`config.mk`:
```
export PLATFORM = sky130hd
export DESIGN_NAME = mem_access_ctrl
export DESIGN_NICKNAME = d
export VERILOG_FILES = /design/src/rtl/mem_ctrl_pkg.sv /design/src/rtl/mem_access_ctrl_arbiter.sv /design/src/rtl/mem_access_ctrl.sv
export SDC_FILE = /design/constraint.sdc
export NUM_CORES = 1
export LEC_CHECK = 0
export CORE_AREA = 2 2 39 41
export DETAILED_ROUTE_END_ITERATION = 8
export DIE_AREA = 0 0 41 43
export PLACE_DENSITY = 0.68
export SLEW_MARGIN = 20
export SYNTH_ARGS = -nofsm -noshare
export SYNTH_HDL_FRONTEND = slang
export SYNTH_SLANG_ARGS = --single-unit
```
`constraint.sdc`:
```
create_clock -name clk -period 1.3 [get_ports clk]
set_clock_uncertainty 0.15 [all_clocks]
set_input_delay 0.13 -clock clk [delete_from_list [all_inputs] [get_ports clk]]
set_output_delay 0.13 -clock clk [all_outputs]
set_load 0.01 [all_outputs]
```
`src/rtl/mem_ctrl_pkg.sv`:
```
// mem_ctrl_pkg: shared state encoding, grant ids and RAM latency legality check for mem_access_ctrl
package mem_ctrl_pkg;
  typedef enum logic [1:0] {IDLE, ADDR, WAIT, DONE} state_t;
  localparam logic GRANT_FETCH = 1'b0;
  localparam logic GRANT_DATA = 1'b1;
  localparam int RAM_LAT_MAX = 15;
  function automatic bit ram_lat_ok(int lat, int cnt_w);
    return lat >= 1 && lat <= RAM_LAT_MAX && (1 << cnt_w) > lat;
  endfunction
endpackage

```
`src/rtl/mem_access_ctrl_arbiter.sv`:
```
// mac_arbiter: fetch/data pick plus registered grant owner; MEM_ACCESS_RR_ARB_EN alternates ties
module mac_arbiter
  import mem_ctrl_pkg::*;
(
  input  logic clk,
  input  logic reset,
  input  logic fetch_req,
  input  logic data_req,
  input  logic grant,
  output logic pick,
  output logic grant_id
);
`ifdef MEM_ACCESS_RR_ARB_EN
  logic seen;
  always_ff @(posedge clk or negedge reset)
    if (!reset) seen <= 1'b0;
    else if (grant) seen <= 1'b1;
  // grant_id still names the last completed owner in IDLE, since an abort also clears it
  assign pick = (fetch_req && data_req) ? (seen ? !grant_id : GRANT_FETCH)
              : (data_req ? GRANT_DATA : GRANT_FETCH);
`else
  assign pick = (data_req && !fetch_req) ? GRANT_DATA : GRANT_FETCH;
`endif
  always_ff @(posedge clk or negedge reset)
    if (!reset) grant_id <= GRANT_FETCH;
    else if (grant) grant_id <= pick;
endmodule

```
`src/rtl/mem_access_ctrl.sv`:
```
// mem_access_ctrl: MAR/MDR/RAM transaction sequencer arbitrating fetch vs data; MEM_ACCESS_RR_ARB_EN selects round-robin ties
module mem_access_ctrl #(
  parameter int RAM_LAT = 1,
  parameter int CNT_W = 4
) (
  input  logic clk,
  input  logic reset,
  input  logic fetch_req,
  output logic fetch_ack,
  input  logic data_req,
  input  logic data_we,
  output logic data_ack,
  output logic pc_out,
  output logic dar_out,
  output logic mar_in,
  output logic r_en,
  output logic w_en,
  output logic mdr_in,
  output logic mdr_out,
  output logic busy,
  output logic grant_id
);
  import mem_ctrl_pkg::*;
  if (!ram_lat_ok(RAM_LAT, CNT_W)) begin : g_bad_lat
    $error("mem_access_ctrl: RAM_LAT must be 1..15 and below 2**CNT_W");
  end
  localparam logic [CNT_W-1:0] CNT_LOAD = CNT_W'(RAM_LAT > 1 ? RAM_LAT - 2 : 0);
  state_t state, state_d;
  logic [CNT_W-1:0] cnt, cnt_d;
  logic we_q, pick, grant;
  assign grant = state == IDLE && (fetch_req || data_req);
  mac_arbiter u_arb (
    .clk(clk),
    .reset(reset),
    .fetch_req(fetch_req),
    .data_req(data_req),
    .grant(grant),
    .pick(pick),
    .grant_id(grant_id)
  );
  always_ff @(posedge clk or negedge reset)
    if (!reset) begin
      state <= IDLE;
      cnt <= '0;
      we_q <= 1'b0;
    end else begin
      state <= state_d;
      cnt <= cnt_d;
      we_q <= grant ? (pick == GRANT_DATA) && data_we : we_q;
    end
  always_comb begin
    state_d = state;
    cnt_d = cnt;
    case (state)
      IDLE: state_d = grant ? ADDR : IDLE;
      ADDR: begin
        state_d = (RAM_LAT > 1) ? WAIT : DONE;
        cnt_d = CNT_LOAD;
      end
      WAIT: begin
        state_d = (cnt == '0) ? DONE : WAIT;
        cnt_d = (cnt == '0) ? cnt : cnt - 1'b1;
      end
      default: state_d = IDLE;
    endcase
  end
  // RAM enables stay up for the whole transaction; write data is dropped in DONE
  assign busy = state != IDLE;
  assign mar_in = state == ADDR;
  assign pc_out = mar_in && grant_id == GRANT_FETCH;
  assign dar_out = mar_in && grant_id == GRANT_DATA;
  assign r_en = busy && !we_q;
  assign w_en = busy && we_q;
  assign mdr_out = we_q && (state == ADDR || state == WAIT);
  assign mdr_in = state == DONE && !we_q;
  assign fetch_ack = state == DONE && grant_id == GRANT_FETCH;
  assign data_ack = state == DONE && grant_id == GRANT_DATA;
endmodule

```
==> After elaboration in Yosys (flattened, before gate mapping) <==
Index checks and enable logic that the tools add are counted.
{ "word_totals": {"regBits": 8, "out_inout_bits": 11} }
{ "op_classes": {"addsub": 1, "eq_ne": 4, "n_mux": 6, "bitwise": 1, "reduce_logical": 20} }
{ "ops": {"columns": ["cell", "n"], "rows": [
  ["1-bit logical AND", 11],
  ["4-bit one-hot mux with 2 select lines", 1],
  ["2-bit one-hot mux with 3 select lines", 1],
  ["2-bit equality test, second input constant", 2],
  ["4-bit zero test", 1],
  ["4-bit two-way mux", 1],
  ["2-bit nonzero test", 2],
  ["4-bit by 1-bit subtractor with 4-bit output, second input constant", 1],
  ["1-bit two-way mux", 3],
  ["2-bit by 1-bit equality test with 1-bit output, second input constant", 1],
  ["1-bit zero test", 2],
  ["2-bit zero test", 1],
  ["1-bit logical OR", 2],
  ["2-bit != test, second input constant", 1],
  ["2-bit AND reduction", 1],
  ["1-bit inverter", 1]
]} }

==> Logic depth before layout (Yosys ltp) <==
Gate-level depths: netlist of the first run.
{ "logic_depth": {"depth_word": 4, "depth_mapped": 5, "ltp_nobuf": 5} }

==> Cells and area by module <==
From an unflattened synthesis of the first run, not the netlist that was laid out.
{ "unflattened": {"cells_unflattened": 50, "hier_area_um2": 480.5} }
{ "by_module_without_submodules": {"columns": ["mod", "instances", "cells_each", "area_each_um2", "seq_area_each_um2"], "rows": [
  ["mem_access_ctrl", 1, 47, 426.7, 175.2],
  ["mac_arbiter", 1, 3, 53.8, 25.0]
]} }

==> Worst setup path before layout of the first run <==
No wires, ideal clock.
{ "synth_timing": {"kind": "register to register", "from": "register state[0]", "to": "register cnt[0]", "setup_time_ns": 0.129, "t_arrival_ns": 1.073, "required_ns": 1.021, "path_slack_ns": -0.052, "path_stages_with_launch": 6, "synth_period_minus_slack_ns": 1.352, "cell_sequence": "dfrtp_1 -> inv_1 -> ha_1 -> and4bb_1 -> o21ai_0 -> o21ai_0"} }
{ "synth_via": {"elab_chain_cells": 3, "elab_cells_between_ends": 6, "cone_classes": "3 x eq/ne; 1 x mux; 2 x reduce/logical"} }
{ "synth_lines": {"columns": ["item", "line", "rtl"], "rows": [
  ["start, declared", "mem_access_ctrl.sv:28", "state_t state, state_d;"],
  ["start signal, assigned", "mem_access_ctrl.sv:47", "state <= state_d;"],
  ["2-bit equality test or 2-bit by 1-bit equality test with 1-bit output (tied branches)", "mem_access_ctrl.sv:54", "case (state)"],
  ["2-bit != test (no source line) or 2-bit nonzero test (tied branches)", null, null],
  ["2-bit AND reduction (no source line)", null, null],
  ["end signal, assigned", "mem_access_ctrl.sv:48", "cnt <= cnt_d;"],
  ["end, declared", "mem_access_ctrl.sv:29", "logic [CNT_W-1:0] cnt, cnt_d;"]
]} }
Parallel ways exist; a longest one is shown, timed or not.
A chain may end at the register's enable or synchronous reset.

==> Final worst setup path of the first run <==
{ "layout_timing": {"from": "register state[0]", "to": "output fetch_ack"} }
{ "layout_via": {"elab_chain_cells": 2} }
{ "layout_lines": {"columns": ["item", "line", "rtl"], "rows": [
  ["2-bit equality test", "mem_access_ctrl.sv:76", "assign fetch_ack = state == DONE && grant_id == GRANT_FETCH;"],
  ["1-bit logical AND", "mem_access_ctrl.sv:76", null],
  ["end, declared", "mem_access_ctrl.sv:9", "output logic fetch_ack,"]
]} }
Every way passes these cells.

==> summary.md, run 1 <==
| Metric | Value |
|---|---|
| RSZ-0062 raised after global routing | `yes` |
| Tot Pwr | `2.08 mW` |
| CTS buffer count | `3` |
| Syn Inst Count | `50` |
| Post-Layout Cell Count | `100` |
| Placed Cells | `between 90 and 100` |
| Combinational power share | `between 70% and 80%` |
| Setup Crit Path Kind | `reg -> out` |
| Total global routing overflow | `0` |
| Final Hold Fails | `0` |
| Seq/Total Area, Yosys | `42.6%` |
| Iteration-0 DRC Markers | `5` |
| Max Root-Sink Buffers | `2` |
| Pwr Density | `about 2300 nW/um^2` |
| Routability cong. | `0.746` |
| Routed Antenna Nets | `0` |
| Fmax | `0.664 GHz` |
| Fin worst setup slack | `-0.206 ns` |
| Setup TNS | `-2.25 ns` |
| Die height | `about 43 microns` |
| Share of cells above drive strength 1 | `59.5%` |
| Adder-cell share of the synthesized area | `13.3%` |
| Worst EP required | `just over 1 ns` |
| Critical Path End Type | `output port` |
| Via count | `484` |
| Initial antenna violation count | `0` |
| Hpwl dp | `830 microns` |
| Total die area | `1760 sq um` |
| Total core area | `1380 sq um` |
| Most common cell after layout, fill and taps aside | `buf_6` |
| CP Max Fanout | `4` |
| Area Growth Syn to Fin | `92.6%` |
| Die W | `41 microns` |
| Syn Nets | `60` |
| Worst r2r src | `state[0]$_DFF_PN0_` |
| Fin crit share | `116%` |
| Actual slew at the worst max-slew pin | `0.356 ns` |
| Inserted Diodes | `0` |
| Netlist cell types | `18` |
| Startpoint Class | `flop` |
| Synth Area in Compound Gates | `15.7%` |
| Syn_area_per_cell | `about 9.4 sq um` |
| Pleak | `between 0.4 and 0.5 nW` |
| DR WL met3 | `75 microns` |
| Dpl ws | `-0.335 ns` |
| First-pass GRT wire length | `just over 2 mm` |
| Worst path arrival time | `1.23 ns` |
| DRC viols | `0` |
| Max cap viols | `0` |
| Final Util | `between 60% and 70%` |
| Status | `finished, violations left` |
| Clock-pin slew on the worst setup and hold paths | `0.06 ns` |
| Commonest non-fill, non-tap cells in the layout | `buf_6, buf_4, dfrtp_1` |
| Internal | `1.30 mW` |
| Met1 Wirelength | `524 microns` |
| Htree depth | `1` |
| Clock share of power | `9.0%` |
| DRT Wirelength | `1.33 mm` |
| Clk root buf | `clkbuf_4` |
| DRT Pass-1 Iters | `3` |
| I/O Buffers | `15` |
| Via density per instance | `4.84` |
| Fillers | `126` |
| HP Class | `in -> async` |
| Setup violations, final | `15` |
| Uppermost layer routed | `met4` |
| Clock Latency Late Sink | `approximately 0.25 ns` |
| CTS tree | `yes` |
| Failing checks | `negative setup slack` |
| Sw Ratio | `37.5%` |
| Largest net degree at the start of global routing | `9` |
| Post-Syn Area | `470 sq um` |
| Vias in the first global route | `466` |
| Slew margin rel. | `between 70% and 80%` |
| Reg2reg path depth | `6` |
| RR Endpoint | `cnt[1]$_DFFE_PN0P_` |
| Sink Count | `8` |
| Total Nets Final | `between 90 and 100` |
| Mux share of post-synthesis cell area | `0%` |
| Max VDD drop | `roughly 0.93 mV` |
| Hold bufs inserted after CTS | `0` |
| Sequential share of power | `18.2%` |
| Initial Util | `34.0%` |
| Post-Synth XOR/XNOR Area | `0%` |
| Slew Limit Fails | `0` |
| Standard-cell rows | `14` |
| Switch Pwr | `0.779 mW` |
| GRT Total Usage | `17.7%` |
| Synth Warn # | `0` |
| Internal reg-to-reg setup slack | `-0.16 ns` |
| Main combinational cell family by area after synthesis | `simple AND/OR/NAND/NOR gates` |
| Avg WL per Cell | `13.3 microns` |
| I/O pins | `16` |
| Synth Area in Simple Gates | `24.5%` |
| Min Tclk post-route | `1.51 ns` |
| Met2 WL | `between 700 and 800 microns` |
| Synth Register Bits | `8` |
## power by group through the flow
stage | Clock (mW) | Sequential (mW) | Combinational [mW]
6_report | 0.186 | 0.379 | 1.51
5_1_grt | 0.208 | 0.387 | 1.64
4_1_cts | 0.194 | 0.368 | 1.16
3_5_place_dp | 0 | 0.374 | 0.995
3_3_place_gp | 0 | 0.372 | 0.996
2_1_floorplan | 0 | 0.374 | 0.406
## critical path, stage by stage (launching register included)
cell,delay (ns)
dfrtp_2,0.43
buf_6,0.13
ha_4,0.16
nor2b_1,0.13
buf_2,0.13
## layer usage
metal | vias to the layer above | track usage, %
met5 | - | 0
met4 | 0 | 8.00
met3 | 2 | 3.14
met2 | 17 | 29.1
met1 | 227 | 21.1
li1 | 238 | -
## layout make-up
class	instances	area, sq um	area share (%)
Tap cell	16	20.0	2.21
Timing Repair Buffer	31	283	31.2
Clock buffer	3	22.5	2.49
Multi-Input combinational cell	37	360	39.8
Sequential cell	8	201	22.2
Inverter	5	18.8	2.07
## worst max path at each step
stage,start,to,slack (ns),cells past startpoint
2_1_floorplan,state[0]$_DFF_PN0_,cnt[0]$_DFFE_PN0P_,0.002,5
3_3_place_gp,state[0]$_DFF_PN0_,w_en,-0.32,4
3_5_place_dp,state[0]$_DFF_PN0_,w_en,-0.34,4
4_1_cts,state[0]$_DFF_PN0_,mdr_out,-0.22,4
5_1_grt,state[0]$_DFF_PN0_,cnt[1]$_DFFE_PN0P_,-0.25,6
6_report,state[0]$_DFF_PN0_,fetch_ack,-0.21,4
## sequential cells by signal, indices dropped and copies added (netlist names)
signal	count
cnt	4
state	2
u_arb.grant_id	1
we_q	1
## logic make-up after synthesis
logic type / after synthesis
simple gates: 19
compound gates: 13
buf+inv: 5
flops: 8
fa+ha+maj: 5
## what timing repair did
action / CTS / global route
gates resized for setup: 60 / 25
setup endpoints to repair: 16 / 17
pin swaps: 5 / 10
buffers inserted: 4 / 2
gates cloned: 0 / 0
## stage by stage
| step | area, sq um | hold slack, ns |
|---|---|---|
| final | 906 | 0.000979 |
| after global routing | 906 | 0.0192 |
| after CTS | 788 | 0.00766 |
| after detailed placement | 726 | 0.282 |
| after global placement | 726 | 0.276 |
| after floorplan | 473 | -0.316 |
## synth_stat cells
library cell	instances	area [sq um]
nor2_1	3	11.3
dfrtp_1	8	200
o21bai_1	1	7.51
inv_1	5	18.8
a31oi_1	1	6.26
and2b_1	1	7.51
nor2b_1	5	31.3
nor3_1	2	10.0
o21ai_0	7	35.0
a21oi_1	2	10.0
and2_1	3	18.8
nand4b_1	1	8.76
nand2_1	2	7.51
and4bb_1	1	12.5
o211ai_1	1	7.51
o21a_1	1	7.51
ha_1	5	62.6
or2b_1	1	7.51
(Power assumes the default switching activity.)
==> run 2, diff against run 1 <==
CTS_CLUSTER_SIZE = 8   (was unset)
==> results of run 2 <==
Same layout as run 1: the final DEF is identical, and so are final timing and power.
==> run 3, diff against run 2 <==
RECOVER_POWER = 100   (was unset)
==> run 3 against run 2 <==
The flow still finishes with violations (negative setup slack). Count of clock-buffer cells in the layout unchanged. Worst hold slack improved by 0.070 ns. Highest routed layer unchanged. Combinational power about the same. Final cell count unchanged. Worst setup slack unchanged. Die area unchanged. Final area unchanged. Via count unchanged. Register-to-register slack about the same. First-iteration DRC count unchanged. Largest power group unchanged. Global-route usage unchanged.
==> summary.md, run 3 (same netlist as run 1, synthesis figures left out) <==
| Metric | Value |
|---|---|
| Status | `finished, violations left` |
| Failing checks | `negative setup slack` |
| Inserted Diodes | `0 (unchanged)` |
| Post-Layout Cell Count | `100 (unchanged)` |
| Share of cells above drive strength 1 | `59.5% (unchanged)` |
| Setup Crit Path Kind | `reg -> out` |
| Worst r2r src | `state[0]$_DFF_PN0_` |
| Fmax | `0.664 GHz (unchanged)` |
| Clock share of power | `9.0% (about the same)` |
| WHS | `0.0714 ns (+0.0704 ns)` |
| Clock Latency Late Sink | `0.25 ns (about the same)` |
| Routed Antenna Nets | `0 (unchanged)` |
| Combinational power share | `72.8% (about the same)` |
| Iteration-0 DRC Markers | `5 (unchanged)` |
| Total global routing overflow | `0 (unchanged)` |
| CTS buffer count | `3 (unchanged)` |
| Vias in the first global route | `466 (unchanged)` |
| Internal reg-to-reg setup slack | `-0.16 ns (about the same)` |
| Fin crit share | `116% (unchanged)` |
| Critical Path End Type | `output port` |
| Internal | `1.30 mW (about the same)` |
| RR Endpoint | `cnt[1]$_DFFE_PN0P_` |
| Gr busiest metal | `met2` |
| I/O pins | `16 (unchanged)` |
| Die W | `41 microns (unchanged)` |
| Total die area | `1760 sq um (unchanged)` |
| Pleak | `0.413 nW (about the same)` |
| Slew margin rel. | `75.8% (-0.34 points)` |
| Sequential share of power | `18.2% (about the same)` |
| Clk root buf | `clkbuf_4` |
| Startpoint Class | `flop` |
| Worst path arrival time | `1.23 ns (about the same)` |
| Initial antenna violation count | `0 (unchanged)` |
| Reg2reg path depth | `6 (unchanged)` |
| DRT Pass-1 Iters | `3 (unchanged)` |
| Largest register FFs | `4 (unchanged)` |
| Setup violations, final | `15 (unchanged)` |
| Routability cong. | `0.746 (unchanged)` |
| Die height | `43 microns (unchanged)` |
| Standard-cell rows | `14 (unchanged)` |
| Max VDD drop | `0.929 mV (about the same)` |
| CP Max Fanout | `4 (unchanged)` |
| Placed Cells | `92 (unchanged)` |
| Pwr Density | `2290 nW/um^2 (about the same)` |
| M3 GR Usage | `3.14% (unchanged)` |
| Fin worst setup slack | `-0.206 ns (unchanged)` |
| CP max stage delay | `0.43 ns (about the same)` |
| Area Growth Syn to Fin | `92.6% (unchanged)` |
| Hpwl dp | `830 microns (unchanged)` |
| Via count | `484 (unchanged)` |
| Reg with most FFs | `cnt` |
| Final Hold Fails | `0 (unchanged)` |
| Largest regs | `cnt: 4 flops, state: 2 flops` |
| Min Tclk post-route | `1.51 ns (unchanged)` |
| Largest net degree at the start of global routing | `9 (unchanged)` |
| Sink Count | `8 (unchanged)` |
| Crit path launch | `state[0]$_DFF_PN0_` |
| GRT Total Usage | `17.7% (unchanged)` |
| HP Class | `in -> async` |
| DRT Wirelength | `1.33 mm (unchanged)` |
| Total Nets Final | `96 (unchanged)` |
| CTS tree | `yes` |
| Sw Ratio | `37.5% (about the same)` |
| Met2 Use GR | `29.1% (unchanged)` |
| Avg WL per Cell | `13.3 microns (unchanged)` |
| Commonest non-fill, non-tap cells in the layout | `buf_6, buf_4, dfrtp_1` |
| DRC viols | `0 (unchanged)` |
| RSZ-0062 raised after global routing | `yes` |
| Clock-pin slew on the worst setup and hold paths | `0.06 ns (about the same)` |
| Tot Pwr | `2.08 mW (about the same)` |
| Via density per instance | `4.84 (unchanged)` |
| Max Root-Sink Buffers | `2 (unchanged)` |
| Htree depth | `1 (unchanged)` |
| Critical Path, Cell by Cell | `buf_6 -> ha_4 -> nor2b_1 -> buf_2` |
| Worst EP required | `1.02 ns (about the same)` |
| Switch Pwr | `0.779 mW (unchanged)` |
| Met1 usage | `21.1% (unchanged)` |
| Initial Util | `34.0% (unchanged)` |
| I/O Buffers | `15 (unchanged)` |
| Max cap viols | `0 (unchanged)` |
| Actual slew at the worst max-slew pin | `0.362 ns (+0.00504 ns)` |
| Total core area | `1380 sq um (unchanged)` |
| Hold bufs inserted after CTS | `0 (unchanged)` |
| First-pass GRT wire length | `2.05 mm (unchanged)` |
| Slowest cell on the critical path | `dfrtp_2` |
| Slew Limit Fails | `0 (unchanged)` |
| Most common cell after layout, fill and taps aside | `buf_6` |
-- run 3: per-stage QoR --
stage / setup TNS (ns) / worst slack [ns] / instance area, sq um / util (%)
after global placement: -3.43 / -0.317 / 726 / 52.4
after CTS: -2.31 / -0.220 / 788 / 57.0
after detailed placement: -3.56 / -0.335 / 726 / 52.4
final: -2.25 / -0.206 / 906 / 65.5
after floorplan: 0 / 0.00164 / 473 / -
after global routing: -3.18 / -0.254 / 906 / 65.5
-- run 3: metal layers --
metal / up-vias / routed length [microns]
met5: - / 0
met4: 0 / 10
met3: 2 / 75
met2: 17 / 715
met1: 227 / 524
li1: 238 / -
-- run 3: worst max-delay path by stage --
stage | end | slack, ns | depth (start not counted)
floorplan | cnt[0]$_DFFE_PN0P_ | 0.002 | 5
global placement | w_en | -0.32 | 4
detailed placement | w_en | -0.34 | 4
CTS | mdr_out | -0.22 | 4
global route | cnt[1]$_DFFE_PN0P_ | -0.25 | 6
finish | fetch_ack | -0.21 | 4
-- run 3: power groups by stage --
stage / registers (mW) / clock network (mW) / logic (mW)
4_1_cts: 0.368 / 0.194 / 1.16
3_5_place_dp: 0.374 / 0 / 0.995
5_1_grt: 0.387 / 0.208 / 1.64
3_3_place_gp: 0.372 / 0 / 0.996
6_report: 0.379 / 0.186 / 1.51
2_1_floorplan: 0.374 / 0 / 0.406
-- run 3: worst max-delay path: cells and delay by family, from the launching register on --
family	cells	cell delay, ns
buffers and inverters	2	0.26
adders and majority gates	1	0.16
and+or+nand+nor	1	0.13
DFF	1	0.43
-- run 3: final cells by class --
class,count,area (sq um)
Clock buffer,3,22.5
Fill cell,126,478
Inverter,5,18.8
Multi-Input combinational cell,37,360
Sequential cell,8,201
Tap cell,16,20.0
Timing Repair Buffer,31,283
-- run 3: timing repair --
action | CTS | global route
setup endpoints to repair | 16 | 17
pin swaps | 5 | 10
buffers inserted | 4 | 2
resized for setup | 60 | 25
